`src/rtl/lt24_pixel_arbiter_if.sv`:
```
// Pixel-write bus between lt24_pixel_arbiter (master) and LT24Display (slave).
interface lt24_pixel_if;
    logic [7:0]  xAddr;
    logic [8:0]  yAddr;
    logic [15:0] pixelData;
    logic        pixelWrite;
    logic        pixelReady;

    modport master (output xAddr, yAddr, pixelData, pixelWrite, input pixelReady);
    modport slave  (input xAddr, yAddr, pixelData, pixelWrite, output pixelReady);
endinterface

```
`src/rtl/lt24_pixel_arbiter.sv`:
```
// Arbitrates NUM_REQ rectangle pixel sources onto one LT24Display write port.
// Optional: define LT24_ARB_FIXED_PRIO_EN for fixed priority (requester 0 highest).
module lt24_pixel_arbiter #(
    parameter int unsigned NUM_REQ    = 2,
    parameter int unsigned LCD_WIDTH  = 240,
    parameter int unsigned LCD_HEIGHT = 320
) (
    input  logic                   clock,
    input  logic                   resetApp_n,
    input  logic [NUM_REQ-1:0]     reqValid,
    input  logic [8*NUM_REQ-1:0]   reqX0,
    input  logic [8*NUM_REQ-1:0]   reqX1,
    input  logic [9*NUM_REQ-1:0]   reqY0,
    input  logic [9*NUM_REQ-1:0]   reqY1,
    input  logic [16*NUM_REQ-1:0]  srcData,
    output logic [NUM_REQ-1:0]     grant,
    output logic [7:0]             srcX,
    output logic [8:0]             srcY,
    output logic [NUM_REQ-1:0]     reqDone,
    output logic                   reqErr,
    output logic                   busy,
    lt24_pixel_if.master           lcd
);
    localparam int unsigned IDX_W = $clog2(NUM_REQ);

    typedef enum logic [2:0] {IDLE, CHECK, FETCH, LATCH, WRITE, DONE} state_t;

    state_t               state_q, state_d;
    logic [NUM_REQ-1:0]   grant_q, grant_d, done_q, done_d;
    logic [IDX_W-1:0]     idx_q, idx_d, win_idx;
    logic [7:0]           x0_q, x0_d, x1_q, x1_d, cx_q, cx_d, srcx_q, srcx_d, xa_q, xa_d;
    logic [8:0]           y0_q, y0_d, y1_q, y1_d, cy_q, cy_d, srcy_q, srcy_d, ya_q, ya_d;
    logic [15:0]          pd_q, pd_d;
    logic                 pw_q, pw_d, err_q, err_d, rerr_q, rerr_d, busy_q, busy_d;
`ifndef LT24_ARB_FIXED_PRIO_EN
    logic [IDX_W-1:0]     ptr_q, ptr_d, cand;
`endif

    // Winner selection among pending requests.
    always_comb begin
        win_idx = '0;
`ifdef LT24_ARB_FIXED_PRIO_EN
        for (int i = NUM_REQ - 1; i >= 0; i--) begin
            if (reqValid[i]) win_idx = IDX_W'(i);
        end
`else
        cand = '0;
        // Descending scan so the candidate nearest pointer+1 wins; the pointer itself is last.
        for (int unsigned k = NUM_REQ; k >= 1; k--) begin
            cand = IDX_W'((32'(ptr_q) + k) % NUM_REQ);
            if (reqValid[cand]) win_idx = cand;
        end
`endif
    end

    always_ff @(posedge clock) begin
        if (!resetApp_n) begin
            state_q <= IDLE;
            grant_q <= '0;
            done_q  <= '0;
            idx_q   <= '0;
            x0_q    <= '0;
            x1_q    <= '0;
            y0_q    <= '0;
            y1_q    <= '0;
            cx_q    <= '0;
            cy_q    <= '0;
            srcx_q  <= '0;
            srcy_q  <= '0;
            xa_q    <= '0;
            ya_q    <= '0;
            pd_q    <= '0;
            pw_q    <= 1'b0;
            err_q   <= 1'b0;
            rerr_q  <= 1'b0;
            busy_q  <= 1'b0;
`ifndef LT24_ARB_FIXED_PRIO_EN
            ptr_q   <= '0;
`endif
        end else begin
            state_q <= state_d;
            grant_q <= grant_d;
            done_q  <= done_d;
            idx_q   <= idx_d;
            x0_q    <= x0_d;
            x1_q    <= x1_d;
            y0_q    <= y0_d;
            y1_q    <= y1_d;
            cx_q    <= cx_d;
            cy_q    <= cy_d;
            srcx_q  <= srcx_d;
            srcy_q  <= srcy_d;
            xa_q    <= xa_d;
            ya_q    <= ya_d;
            pd_q    <= pd_d;
            pw_q    <= pw_d;
            err_q   <= err_d;
            rerr_q  <= rerr_d;
            busy_q  <= busy_d;
`ifndef LT24_ARB_FIXED_PRIO_EN
            ptr_q   <= ptr_d;
`endif
        end
    end

    always_comb begin
        state_d = state_q;
        grant_d = grant_q;
        done_d  = '0;
        idx_d   = idx_q;
        x0_d    = x0_q;
        x1_d    = x1_q;
        y0_d    = y0_q;
        y1_d    = y1_q;
        cx_d    = cx_q;
        cy_d    = cy_q;
        srcx_d  = srcx_q;
        srcy_d  = srcy_q;
        xa_d    = xa_q;
        ya_d    = ya_q;
        pd_d    = pd_q;
        pw_d    = pw_q;
        err_d   = err_q;
        rerr_d  = 1'b0;
`ifndef LT24_ARB_FIXED_PRIO_EN
        ptr_d   = ptr_q;
`endif
        case (state_q)
            IDLE: begin
                if (|reqValid) begin
                    grant_d = NUM_REQ'(1) << win_idx;
                    idx_d   = win_idx;
                    x0_d    = reqX0[32'(win_idx)*8 +: 8];
                    x1_d    = reqX1[32'(win_idx)*8 +: 8];
                    y0_d    = reqY0[32'(win_idx)*9 +: 9];
                    y1_d    = reqY1[32'(win_idx)*9 +: 9];
                    err_d   = 1'b0;
                    state_d = CHECK;
                end
            end
            CHECK: begin
                if ((x1_q < x0_q) || (y1_q < y0_q) ||
                    (32'(x1_q) >= LCD_WIDTH) || (32'(y1_q) >= LCD_HEIGHT)) begin
                    err_d   = 1'b1;
                    state_d = DONE;
                end else begin
                    cx_d    = x0_q;
                    cy_d    = y0_q;
                    srcx_d  = x0_q;
                    srcy_d  = y0_q;
                    state_d = FETCH;
                end
            end
            FETCH: state_d = LATCH;
            LATCH: begin
                pd_d    = srcData[32'(idx_q)*16 +: 16];
                xa_d    = cx_q;
                ya_d    = cy_q;
                pw_d    = 1'b1;
                state_d = WRITE;
            end
            WRITE: begin
                if (lcd.pixelReady) begin
                    pw_d = 1'b0;
                    if (cx_q == x1_q && cy_q == y1_q) begin
                        state_d = DONE;
                    end else if (cx_q == x1_q) begin
                        cx_d    = x0_q;
                        cy_d    = 9'(cy_q + 9'd1);
                        srcx_d  = x0_q;
                        srcy_d  = 9'(cy_q + 9'd1);
                        state_d = FETCH;
                    end else begin
                        cx_d    = 8'(cx_q + 8'd1);
                        srcx_d  = 8'(cx_q + 8'd1);
                        state_d = FETCH;
                    end
                end
            end
            DONE: begin
                done_d  = grant_q;
                rerr_d  = err_q;
`ifndef LT24_ARB_FIXED_PRIO_EN
                ptr_d   = idx_q;
`endif
                grant_d = '0;
                state_d = IDLE;
            end
            default: state_d = IDLE;
        endcase
        busy_d = (state_d != IDLE);
    end

    assign grant          = grant_q;
    assign srcX           = srcx_q;
    assign srcY           = srcy_q;
    assign reqDone        = done_q;
    assign reqErr         = rerr_q;
    assign busy           = busy_q;
    assign lcd.xAddr      = xa_q;
    assign lcd.yAddr      = ya_q;
    assign lcd.pixelData  = pd_q;
    assign lcd.pixelWrite = pw_q;
endmodule

```
`src/flat_wrapper.sv`:
```
// flat-port wrapper written by rule: the top's interface ports become plain ports
module lt24_pixel_arbiter_flat 
#(
    parameter int unsigned NUM_REQ    = 2,
    parameter int unsigned LCD_WIDTH  = 240,
    parameter int unsigned LCD_HEIGHT = 320
)
  (clock, resetApp_n, reqValid, reqX0, reqX1, reqY0, reqY1, srcData, grant, srcX, srcY, reqDone, reqErr, busy, lcd_xAddr, lcd_yAddr, lcd_pixelData, lcd_pixelWrite, lcd_pixelReady);
  lt24_pixel_if lcd_i ();
  input  logic clock;
  input  logic resetApp_n;
  input  logic [NUM_REQ-1:0] reqValid;
  input  logic [8*NUM_REQ-1:0] reqX0;
  input  logic [8*NUM_REQ-1:0] reqX1;
  input  logic [9*NUM_REQ-1:0] reqY0;
  input  logic [9*NUM_REQ-1:0] reqY1;
  input  logic [16*NUM_REQ-1:0] srcData;
  output logic [NUM_REQ-1:0] grant;
  output logic [7:0] srcX;
  output logic [8:0] srcY;
  output logic [NUM_REQ-1:0] reqDone;
  output logic reqErr;
  output logic busy;
  output wire logic [$bits(lcd_i.xAddr)-1:0] lcd_xAddr;
  output wire logic [$bits(lcd_i.yAddr)-1:0] lcd_yAddr;
  output wire logic [$bits(lcd_i.pixelData)-1:0] lcd_pixelData;
  output wire logic [$bits(lcd_i.pixelWrite)-1:0] lcd_pixelWrite;
  input wire logic [$bits(lcd_i.pixelReady)-1:0] lcd_pixelReady;
  assign lcd_xAddr = lcd_i.xAddr;
  assign lcd_yAddr = lcd_i.yAddr;
  assign lcd_pixelData = lcd_i.pixelData;
  assign lcd_pixelWrite = lcd_i.pixelWrite;
  assign lcd_i.pixelReady = lcd_pixelReady;
  lt24_pixel_arbiter #(.NUM_REQ(NUM_REQ), .LCD_WIDTH(LCD_WIDTH), .LCD_HEIGHT(LCD_HEIGHT)) u_core (.clock(clock), .resetApp_n(resetApp_n), .reqValid(reqValid), .reqX0(reqX0), .reqX1(reqX1), .reqY0(reqY0), .reqY1(reqY1), .srcData(srcData), .grant(grant), .srcX(srcX), .srcY(srcY), .reqDone(reqDone), .reqErr(reqErr), .busy(busy), .lcd(lcd_i));
endmodule
```
`config.mk`:
```
export PLATFORM = sky130hd
export DESIGN_NAME = lt24_pixel_arbiter_flat
export DESIGN_NICKNAME = d
export VERILOG_FILES = /design/src/rtl/lt24_pixel_arbiter_if.sv /design/src/rtl/lt24_pixel_arbiter.sv /design/src/flat_wrapper.sv
export SDC_FILE = /design/constraint.sdc
export NUM_CORES = 1
export LEC_CHECK = 0
export ABC_AREA = 1
export CORE_ASPECT_RATIO = 0.5
export CORE_MARGIN = 5
export CORE_UTILIZATION = 47
export CTS_CLUSTER_DIAMETER = 200
export DETAILED_ROUTE_END_ITERATION = 6
export PLACE_DENSITY_LB_ADDON = 0.2
export SLEW_MARGIN = 20
export SYNTH_ARGS = -nofsm -noshare
export SYNTH_HDL_FRONTEND = slang
export SYNTH_SLANG_ARGS = --single-unit
```
`constraint.sdc`:
```
create_clock -name clock -period 1.95 [get_ports clock]
set_input_delay 0.2925 -clock clock [delete_from_list [all_inputs] [get_ports clock]]
set_output_delay 0.2925 -clock clock [all_outputs]
set_load 0.1 [all_outputs]
```
Yosys cells after proc, flatten, opt, wreduce, memory -nomap -nowiden
Index checks and enable logic that the tools add are counted.
Storage, ports and cells
  bits in registers: 97
  word-level logic and storage cells: 94
  output and inout port bits: 57
Operators by class
  muxes and demuxes: 28
  equality and inequality tests: 13
  $lt $le $gt $ge: 6
  reductions and logical operators: 18
  $add $sub $neg: 4
  multipliers: 1
  shifts and indexed selects: 6
Operators with widths (count)
  $mux 9: 4
  $shiftx 18x6->9: 2
  $mux 8: 4
  $shiftx 16x5->8: 2
  $shiftx 32x6->16: 1
  $pmux 9 s2: 1
  $pmux 8 s2: 1
  $pmux 3 s5: 1
  $mux 3: 4
  $add 9x1->9 const B: 1
  $eq 9x9->1: 1
  $ge 9x9->1 const B: 1
  $lt 9x9->1: 1
  $mux 1: 9
  $add 8x1->8 const B: 1
  $eq 8x8->1: 1
  $ge 8x8->1 const B: 1
  $lt 8x8->1: 1
  $reduce_and 2->1: 4
  $reduce_bool 2->1: 4
  $eq 3x2->1 const B: 2
  $eq 3x3->1 const B: 2
  $ne 2x1->1 const B: 3
  $ne 2x2->1 const B: 3
  other kinds (16): 21

Depth between registers and ports, before layout
  word-level depth: 8
  gate-level depth with buffers: 15
  mapped depth without buffers: 14

Worst setup path before layout
OpenSTA, ideal clock, no wires.
  path type: flip-flop to flip-flop
  start point: register u_core.cy_q[2]
  end point: register u_core.cx_q[3]
  clock period less this slack: 2.311 ns
  setup slack: -0.361 ns
  arrival time: 2.198 ns
  stages on the path, launching flop included: 12
  path buffers: 1
  cell sequence: dfxtp_1 > inv_1 > nand2_1 > o21ai_0 > nand3b_1 > nor2_2 > nand3_4 > nand3_2 > buf_6 > nand2_1 > nand2_1 > nor2_1
Between the ends
  cells in the longest elaborated chain, start to end: 4
Ends and longest elaborated chain
  start: declaration: line lt24_pixel_arbiter.sv:32  | logic [8:0] y0_q, y0_d, y1_q, y1_d, cy_q, cy_d, srcy_q, srcy_d, ya_q, ya_d;
  start signal: assignment: line lt24_pixel_arbiter.sv:90  | cy_q <= cy_d;
  $eq 9x9->1: line lt24_pixel_arbiter.sv:165  | if (cx_q == x1_q && cy_q == y1_q) begin
  $logic_and 1x1->1: line lt24_pixel_arbiter.sv:165
  $ne 2x2->1 (no line)
  $reduce_and 4->1 (no line)
  end signal: assignment: line lt24_pixel_arbiter.sv:66  | cx_q <= '0;
  end signal: assignment: line lt24_pixel_arbiter.sv:89  | cx_q <= cx_d;
  end: declaration: line lt24_pixel_arbiter.sv:31  | logic [7:0] x0_q, x0_d, x1_q, x1_d, cx_q, cx_d, srcx_q, srcx_d, xa_q, xa_d;
Every way passes these cells.
A chain may end at the register's enable or synchronous reset.

Final worst setup path
  start point: register u_core.state_q[1]
  end point: register u_core.cy_q[7]
Between the ends
  cells in the longest elaborated chain, start to end: 3
Ends and longest elaborated chain
  start: declaration: line lt24_pixel_arbiter.sv:28  | state_t state_q, state_d;
  start signal: assignment: line lt24_pixel_arbiter.sv:81  | state_q <= state_d;
  $eq 3x3->1 or $eq 3x1->1 (tied branches): line lt24_pixel_arbiter.sv:128  | case (state_q)
  $ne 2x1->1 (no line), or another cell as far along
  $reduce_and 5->1 (no line)
Parallel ways exist; a longest one is shown, timed or not.

==> impl_metrics.yaml <==
route:
  drt-wirelength-per-cell_um: 13.8
  drc: 0
  vias: 5358
  wl_um: 14800
  drt_iter0_markers: 400
  vias_per_cell: 4.99
  first_pass_iters: 6
  antenna_left: 0
grt:
  grt_pass1_vias: 5119
  grt_max_degree: 49
  overflow: 0
  grt_pass1_wl_um: 23700
  grt_usage_pct: 21.5
  antenna_found_initial: 0
power:
  clkPwrFrac_pct: 15.9
  combinationalPowerShare_pct: 58.8
  pwr_density_cell_nw_per_um2: 1670
  ir_drop_uv: 1100
  seqPwrFrac_pct: 25.3
  switching_share_pct: 51.9
  p_switching_w: 0.00637
  cellInternalPower_w: 0.00591
  cellLeakagePower_nw: 3.36
  power_w: 0.0123
synth:
  syn_nets: 887
  synth_cell_types: 33
  synth_area_sq_um: 5160
  postSynthCellCount: 765
  yosys-top-cells-area: "dfxtp_1, nand2_1, a21oi_1, inv_1, nor2_1"
  ys_ff_latch: 97
  yosys.area.top_type_share_pct: 37.6
  synth-seq-area-share_pct: 37.6
  yosys_warnings: 0
  yosys.area.top_type: "dfxtp_1"
  avgSynthCellArea_sq_um: 6.75
worst_setup_path:
  critPathKind: "reg -> reg"
  startpoint_type: "flop"
  r2r_cells: 10
  crit_arrival_ns: 2.08
  cp.required_ns: 2.19
  r2r-end: "u_core.cy_q[7]$_SDFFE_PN0P_"
  rrSetupSlack_ns: 0.11
  critPathMaxFanout: 8
  timing.rr.start: "u_core.state_q[1]$_SDFF_PN0_"
  worstSetupEndpointType: "flop"
sta:
  worst_slew_pin_slew_ns: 0.414
  hold_violations: 0
  finalCritPeriodShare_pct: 94.2
  tns_ns: 0
  slew_headroom_pct: 72.4
  fin_skew_ns: 0.00693
  setup_viol: 0
  fmax_mhz: 544
  holdWs_ns: 0.393
  finalMaxSlewViolations: 0
  finalCriticalPeriod_ns: 1.84
finish:
  final_core_util_pct: 67.7
  design_area_sq_um: 7370
  antenna_cells: 0
  drive_gt1_share_pct: 17.7
  n_fill_cell: 972
  layout.nets: 1046
  area_growth_pct: 42.8
die:
  start_util_pct: 47.4
  dieArea_sq_um: 13300
  core_region_area_sq_um: 10900
  fp.dieH_um: 84.1
  num_rows: 27
  ios: 162
  dieWidth_um: 158
cts:
  cts_made_buffers: 9
  cts_root_buf: "clkbuf_16"
  cts_tree: "built"
  clock-sinks: 97
  h-tree-depth: 3
  path_clk_slew_ns: 0.07
  clock_latency_ns: 0.35
  clk_path_buf_depth: 2
flow_run:
  max_cap_violations: 0
placement:
  numPortBuffers: 161
  place_area_sq_um: 6850
  dpl.hpwl_um: 10900
  gp_congestion: 0.870
status:
  status: "finished clean"
min_path:
  hold_path.class: "in -> reg"
  min_to: "u_core.lcd.pixelData[0]$_SDFFE_PN0P_"
  hold_path_depth: 3
  min-delay-start: "resetApp_n"
==> synthesized netlist by cell type (all sizes together) <==
master / instances
nand2: 202
dfxtp: 97
inv: 96
a21oi: 94
nor2: 84
o21ai: 55
o21bai: 30
clkbuf: 27
nand3: 22
ha: 17
xor2: 8
buf: 7
xnor2: 6
nand4: 5
nor3: 4
nand3b: 3
or2: 2
a211oi: 1
a21o: 1
clkinv: 1
o21a: 1
o22ai: 1
o32ai: 1
==> through the flow <==
step                std cells  setup slack (ns)
detailed placement       1055            0.0197
finish                   1074             0.113
CTS                      1071         0.0000364
global route             1074           -0.0328
floorplan                 765            0.0152
global placement         1055             0.122
==> cell usage in the layout (no fill, tap or decap), types with 3 or more instances in the layout <==
cell	n
o21bai_1	30
dfxtp_2	21
clkbuf_16	9
ha_1	12
nand2_1	195
inv_1	81
nand2_2	5
inv_6	3
nor2_4	3
clkdlybuf4s50_1	103
ha_4	5
a21oi_1	93
nand3_4	5
nor3_1	4
dfxtp_1	76
o21ai_0	55
nor2_2	8
nand4_1	5
nor2_1	71
inv_2	14
xor2_1	8
nand3b_1	3
nand3_1	17
xnor2_1	6
buf_4	71
buf_12	4
==> power by group through the flow <==
stage | Sequential (W) | Clock, W | Combinational [W]
final | 0.00310 | 0.00196 | 0.00722
after global routing | 0.00317 | 0.00208 | 0.00787
after detailed placement | 0.00310 | 0 | 0.00670
after floorplan | 0.00505 | 0 | 0.00314
after CTS | 0.00307 | 0.00198 | 0.00674
after global placement | 0.00310 | 0 | 0.00659
==> registers in the layout, summed over array words and instances (netlist names) <==
name                   count
u_core.y0_q                9
u_core.cy_q                9
u_core.grant               2
u_core.cx_q                8
u_core.idx_q               1
u_core.err_q               1
u_core.y1_q                9
u_core.reqErr              1
u_core.lcd.pixelData      16
u_core.lcd.xAddr           8
u_core.busy                1
u_core.x1_q                8
u_core.lcd.yAddr           9
u_core.reqDone             2
u_core.lcd.pixelWrite      1
u_core.x0_q                8
u_core.state_q             3
u_core.ptr_q               1
==> final cells by class <==
| cell class | instances | area, sq um | area share, % |
|---|---|---|---|
| timing repair buffer | 180 | 1660 | 22.5 |
| sequential | 97 | 1970 | 26.7 |
| tap | 145 | 181 | 2.46 |
| inverter | 97 | 367 | 4.98 |
| clock buffer | 9 | 225 | 3.06 |
| clock inverter | 7 | 101 | 1.38 |
| multi-input combinational | 539 | 2870 | 38.9 |
==> metal layers <==
metal  share of wire (%)  GRT usage, %  vias up
met4                 1.0          4.26        0
met5                   0             0        -
met1                  44          27.3     2427
met2                  48          37.4      144
li1                    -             -     2770
met3                 7.6          5.02       17
==> logic make-up after synthesis <==
logic type      share of synthesized area (%)
compound gates                           19.5
simple gates                             26.4
xor+xnor                                 2.38
fa+ha+maj                                4.12
flops                                    37.6
buf+inv                                  9.92
==> worst max-delay path, stage by stage (launching register included) <==
cell and delay [ns]:
dfxtp_1 0.33, inv_1 0.08, nand2_1 0.10, nor2_2 0.20, inv_1 0.06, nand2_1 0.25
inv_1 0.17, nor2_8 0.19, nand3_4 0.14, nor2_1 0.15, nor2_1 0.06
==> worst max path at each step <==
stage	slack, ns	cells after the start	from	endpoint
2_1_floorplan	0.02	14	u_core.cx_q[5]$_SDFFE_PN0P_	u_core.cy_q[4]$_SDFFE_PN0P_
3_3_place_gp	0.12	11	u_core.y0_q[7]$_SDFFE_PN0P_	u_core.cx_q[6]$_SDFFE_PN0P_
3_5_place_dp	0.02	12	u_core.y0_q[7]$_SDFFE_PN0P_	u_core.cx_q[2]$_SDFFE_PN0P_
4_1_cts	0.00004	12	u_core.y0_q[7]$_SDFFE_PN0P_	u_core.cx_q[2]$_SDFFE_PN0P_
5_1_grt	-0.03	14	u_core.y0_q[3]$_SDFFE_PN0P_	u_core.cx_q[3]$_SDFFE_PN0P_
6_report	0.11	10	u_core.state_q[1]$_SDFF_PN0_	u_core.cy_q[7]$_SDFFE_PN0P_
==> what timing repair did <==
item                                   in CTS  in global routing
gates resized for setup                     0                 34
endpoints found under the hold margin       0                  0
setup endpoints to repair                   0                 19
buffers inserted                            0                  1
hold buffers                                0                  0
(Power assumes the default switching activity.)
